==> config.mk <==
export PLATFORM = sky130hd
export DESIGN_NAME = imem_boot_loader
export DESIGN_NICKNAME = d
export VERILOG_FILES = /design/src/rtl/imem_boot_loader_pkg.sv /design/src/rtl/imem_boot_loader_byte_word_packer.sv /design/src/rtl/imem_boot_loader.sv
export SDC_FILE = /design/constraint.sdc
export NUM_CORES = 1
export LEC_CHECK = 0
export CAP_MARGIN = 0
export CORE_MARGIN = 1
export CORE_UTILIZATION = 56
export CTS_CLUSTER_SIZE = 25
export DETAILED_ROUTE_END_ITERATION = 7
export PLACE_DENSITY = 0.8
export SETUP_SLACK_MARGIN = 0.15
export SLEW_MARGIN = 20
export SYNTH_ARGS = -nofsm -noshare
export SYNTH_HDL_FRONTEND = slang
export SYNTH_SLANG_ARGS = --single-unit
==> constraint.sdc <==
create_clock -name clk -period 2.6 [get_ports clk]
set_clock_uncertainty 0.05 [all_clocks]
set_input_delay 0.52 -clock clk [delete_from_list [all_inputs] [get_ports clk]]
set_output_delay 0.52 -clock clk [all_outputs]
set_load 0.05 [all_outputs]
==> src/rtl/imem_boot_loader_pkg.sv <==
// Shared definitions for the instruction-memory boot loader: load FSM states and
// the default geometry (word width, memory depth) the loader is built for.
package imem_boot_loader_pkg;

    localparam int IMW_CFG   = 4;
    localparam int IW_CFG    = 32;
    localparam int BPW       = IW_CFG / 8;
    localparam int MAX_WORDS = 2 ** IMW_CFG;

    typedef enum logic [2:0] {
        IDLE,
        DATA,
        CHECK,
        RUN,
        ERROR
    } state_t;

    function automatic int bpw_of(input int iw);
        return iw / 8;
    endfunction

    function automatic int max_words_of(input int imw);
        return 2 ** imw;
    endfunction

endpackage

==> src/rtl/imem_boot_loader_byte_word_packer.sv <==
// Assembles little-endian bytes into IW-bit words; 'word' is the word as it will
// look once the byte currently presented is written, so it is complete on word_done.
module imem_boot_loader_byte_word_packer #(
    parameter int IW = 32
) (
    input  logic          clk,
    input  logic          rst,
    input  logic          clr,
    input  logic          en,
    input  logic [7:0]    byte_data,
    output logic          last_lane,
    output logic          word_done,
    output logic [IW-1:0] word
);
    localparam int LANES = IW / 8;
    localparam int LW    = (LANES > 1) ? $clog2(LANES) : 1;

    logic [LW-1:0] lane_q;
    logic [IW-1:0] shift_q;

    assign last_lane = (int'(lane_q) == LANES - 1);
    assign word_done = en && last_lane;

    always_comb begin
        word = shift_q;
        word[int'(lane_q) * 8 +: 8] = byte_data;
    end

    always_ff @(posedge clk) begin
        if (rst || clr) begin
            lane_q  <= '0;
            shift_q <= '0;
        end else if (en) begin
            shift_q[int'(lane_q) * 8 +: 8] <= byte_data;
            lane_q <= last_lane ? '0 : lane_q + LW'(1);
        end
    end

endmodule

==> src/rtl/imem_boot_loader.sv <==
// Boot loader: takes a count byte, N words of little-endian data and an XOR checksum
// over a byte handshake, writes the words to instruction memory, then releases the core.
module imem_boot_loader
    import imem_boot_loader_pkg::*;
#(
    parameter int IMW = IMW_CFG,
    parameter int IW  = IW_CFG
) (
    input  logic           clk,
    input  logic           rst,
    input  logic           byte_valid,
    input  logic [7:0]     byte_data,
    output logic           byte_ready,
    output logic           im_we,
    output logic [IMW-1:0] im_waddr,
    output logic [IW-1:0]  im_wdata,
    output logic           start,
    output logic           busy,
    output logic           error
);
    localparam int WORDS = max_words_of(IMW);

    // Handshake: a byte moves on a rising edge where byte_valid && byte_ready;
    // byte_ready depends only on the state, never on byte_valid.
    state_t         state_q, state_d;
    logic [IMW:0]   n_words_q;
    logic [IMW-1:0] word_idx_q;
    logic [7:0]     cks_q;
    logic           count_ok, last_word;
    logic           packer_en, packer_clr, last_lane, word_done;
    logic [IW-1:0]  word;

    assign count_ok  = (int'(byte_data) >= 1) && (int'(byte_data) <= WORDS);
    assign last_word = ({1'b0, word_idx_q} == n_words_q - (IMW + 1)'(1));

    imem_boot_loader_byte_word_packer #(.IW(IW)) u_packer (
        .clk       (clk),
        .rst       (rst),
        .clr       (packer_clr),
        .en        (packer_en),
        .byte_data (byte_data),
        .last_lane (last_lane),
        .word_done (word_done),
        .word      (word)
    );

    always_ff @(posedge clk) begin
        if (rst) state_q <= IDLE;
        else     state_q <= state_d;
    end

    always_comb begin
        state_d    = state_q;
        byte_ready = 1'b0;
        busy       = 1'b0;
        start      = 1'b0;
        error      = 1'b0;
        packer_en  = 1'b0;
        packer_clr = 1'b0;
        case (state_q)
            IDLE: begin
                byte_ready = 1'b1;
                if (byte_valid) begin
                    packer_clr = 1'b1;
                    state_d    = count_ok ? DATA : ERROR;
                end
            end
            DATA: begin
                byte_ready = 1'b1;
                busy       = 1'b1;
                if (byte_valid) begin
                    packer_en = 1'b1;
                    if (last_lane && last_word) state_d = CHECK;
                end
            end
            CHECK: begin
                byte_ready = 1'b1;
                busy       = 1'b1;
                if (byte_valid) state_d = (byte_data == cks_q) ? RUN : ERROR;
            end
            RUN:     start = 1'b1;
            ERROR:   error = 1'b1;
            default: state_d = IDLE;
        endcase
    end

    // The memory write is registered, so it lands one cycle after the last byte of a word.
    always_ff @(posedge clk) begin
        if (rst) begin
            n_words_q  <= '0;
            word_idx_q <= '0;
            cks_q      <= '0;
            im_we      <= 1'b0;
            im_waddr   <= '0;
            im_wdata   <= '0;
        end else begin
            im_we <= 1'b0;
            if (state_q == IDLE && byte_valid) begin
                n_words_q  <= (IMW + 1)'(byte_data);
                word_idx_q <= '0;
                cks_q      <= '0;
            end
            if (packer_en) begin
                cks_q <= cks_q ^ byte_data;
                if (word_done) begin
                    im_we    <= 1'b1;
                    im_waddr <= word_idx_q;
                    im_wdata <= word;
                    if (!last_word) word_idx_q <= word_idx_q + IMW'(1);
                end
            end
        end
    end

endmodule

==> flow_summary.yaml <==
global_routing:
  grt_pass1_vias: 3345
  grt_usage: 0.266
  grt_pass1_wl_um: 16200
  antenna_found_initial: 0
  grt_overflow: 0
  grt_max_degree: 43
clock_network:
  cts_tree: "yes"
  cts_buffers: 9
  h-tree-depth: 3
  clockBufferDepth: 2
  ctsRootBufferMaster: "clkbuf_8"
  cts_setup_buffers: 0
  cts.clk_slew.worst_paths_ns: 0.08
  hold_buffers: 0
  cts_sinks: 91
  clock_latency_ns: 0.36
timing:
  rsz0062_at_grt: "no"
  max_freq_mhz: 432
  post-route-min-period_ns: 2.31
  finalHoldViolCount: 0
  setup-violations-final: 0
  worstMarginPinSlew_ns: 0.640
  setup_tns_ns: 0
  period_share: 0.890
  worst_slew_margin_rel: 0.573
  slew_viol_final: 0
floorplan:
  ios: 52
  initial_core_util: 0.586
  die_width_um: 89.6
  dieArea_sq_mm: 0.00803
  rows: 31
  die_h_um: 89.6
  core_region_area_sq_mm: 0.00733
route:
  vias: 3606
  drtIter0Drc: 238
  drc: 0
  first_pass_iters: 5
  wl_per_cell_um: 16.0
  ant_nets: 0
  finalWirelength_um: 9860
  via_per_inst: 5.84
finish:
  drive_above_1_share: 0.137
  fin_area_sq_mm: 0.00505
  insertedDiodeCount: 0
  area_growth_pct: 17.6
  final_nets: 532
  layout_commonest_cell: "dfxtp_1"
  final_cell_mix: "91 x dfxtp_1, 78 x nor2_1, 46 x clkdlybuf4s50_1, 29 x a21oi_1, 25 x nand2_1"
yosys:
  synth_cells: 472
  ys_seq_elements: 91
  synth.distinct_cells: 54
  yosys_warnings: 0
  ys_seq_area_frac: 0.424
  synth_fp_nets: 491
  syn_area_sq_mm: 0.00430
  synth_edf_count: 0
  avgSynthCellArea_sq_um: 9.10
  ys_dominant_reg_cell: "dfxtp_1"
  async_flop_share: 0
placement:
  dpl_cell_area_sq_mm: 0.00483
  hpwl_um: 6560
  portBuffers: 51
  place.gp.congestion: 0.861
pwr:
  p_leak_nw: 1.75
  vdd_ir_drop_max_mv: 0.300
  power.density_mw_per_mm2: 598
worst_setup_path:
  crit_start: "state_q[1]$_SDFFE_PP0P_"
  r2r-start: "u_packer.lane_q[0]$_SDFFE_PP0P_"
  path_cells: "xnor2_1, nor2_1, dlygate4sd2_1"
  start_kind: "flip-flop"
  cp-endpoint: "busy"
  critPathMaxStageDelay_ns: 0.61
  endpoint_kind: "output port"
  worst-r2r-setup-slack_ns: 0.41
  cp.arrival_ns: 1.74
  rr_worst_depth: 5
  crit_path_top_delay_cell: "dfxtp_1"
  critPathKind: "reg2out"
  worst-endpoint-required_ns: 2.03
  path_max_fanout: 12
  r2r-end: "u_packer.shift_q[27]$_SDFFE_PP0P_"
min_path:
  hp-class: "reg2reg"
  min_from: "im_waddr[3]$_SDFFE_PP0P_"
run_status:
  outcome: "complete, no violations"
job:
  drv_cap: 0
## per-layer routing
layer | track usage | routed length (um)
met4 | 0.107 | 224
met1 | 0.346 | 4490
met3 | 0.0539 | 487
met5 | 0 | 0
met2 | 0.433 | 4660
## cells by family after synthesis
kind of cell	synth area share
AND/OR/NAND/NOR	0.211
AO/OA/AOI/OAI	0.229
flip-flops	0.424
buffers and inverters	0.0667
XOR/XNOR	0.0347
adder cells (fa/ha/maj)	0.0233
multiplexers	0.0116
## critical path: cells and delay by family (launching register included)
| kind | cells | cell delay, ns |
|---|---|---|
| flops | 1 | 0.61 |
| buf+inv | 1 | 0.54 |
| xor+xnor | 1 | 0.13 |
| simple gates | 1 | 0.10 |
## state kept, by name, summed over array words and instances, names as in the netlist
name,count
n_words_q,5
u_packer.lane_q,2
im_waddr,4
word_idx_q,4
u_packer.shift_q,32
im_wdata,32
state_q,3
cks_q,8
im_we,1
## power breakdown
part           total [mW]  switching [mW]  internal [mW]
Clock                1.01           0.505          0.500
Sequential           1.48          0.0473           1.44
Combinational       0.536           0.340          0.196
## metrics by stage
step                      hold slack [ns]  utilization  worst slack (ns)  total power [mW]  cells
final                               0.414        0.689             0.287              3.02    617
after global routing                0.431        0.689             0.224              3.14    617
after CTS                           0.418        0.688             0.227              3.02    617
after detailed placement            0.402        0.659             0.131              2.04    601
after global placement              0.399        0.659             0.224              2.03    601
after floorplan                     0.403            -             0.666              1.92    472
## cell usage after synthesis (all sizes together), types with 2 or more instances
master,count,area share
dfxtp,91,0.42
nor2,78,0.068
a211oi,42,0.096
a21oi,29,0.034
buf,28,0.046
nand2,26,0.023
a22oi,23,0.040
nor3,22,0.031
nor2b,15,0.022
a221oi,12,0.024
clkbuf,12,0.011
inv,11,0.0096
xor2,11,0.022
nor3b,9,0.017
o21ai,9,0.010
ha,8,0.023
xnor2,6,0.012
mux2i,5,0.012
and2,4,0.0064
nor4,4,0.014
a21o,3,0.0052
nand2b,3,0.0061
or2,3,0.0044
nand4b,2,0.0041
o311a,2,0.0050
o41ai,2,0.0041
## what timing repair did
| action | in CTS | in global routing |
|---|---|---|
| pin swaps | 0 | 0 |
| cloned | 0 | 0 |
| endpoints found under the setup margin | 2 | 5 |
| resized for setup | 2 | 2 |
## how the worst min path moves through the flow
stage / cells past startpoint / to
2_1_floorplan: 2 / u_packer.shift_q[31]$_SDFFE_PP0P_
3_3_place_gp: 2 / im_waddr[1]$_SDFFE_PP0P_
3_5_place_dp: 2 / im_waddr[3]$_SDFFE_PP0P_
4_1_cts: 2 / im_waddr[3]$_SDFFE_PP0P_
5_1_grt: 2 / im_waddr[1]$_SDFFE_PP0P_
6_report: 2 / im_waddr[3]$_SDFFE_PP0P_
## layout make-up
cell class                      instances  area, sq um
Fill cell                             567         2280
Multi-Input combinational cell        330         2200
Sequential cell                        91         1820
Timing Repair Buffer                   70          658
Clock buffer                           11          151
Tap cell                               99          124
Clock inverter                          5         60.1
Inverter                               11         41.3
Power figures use the tool's default switching activity.
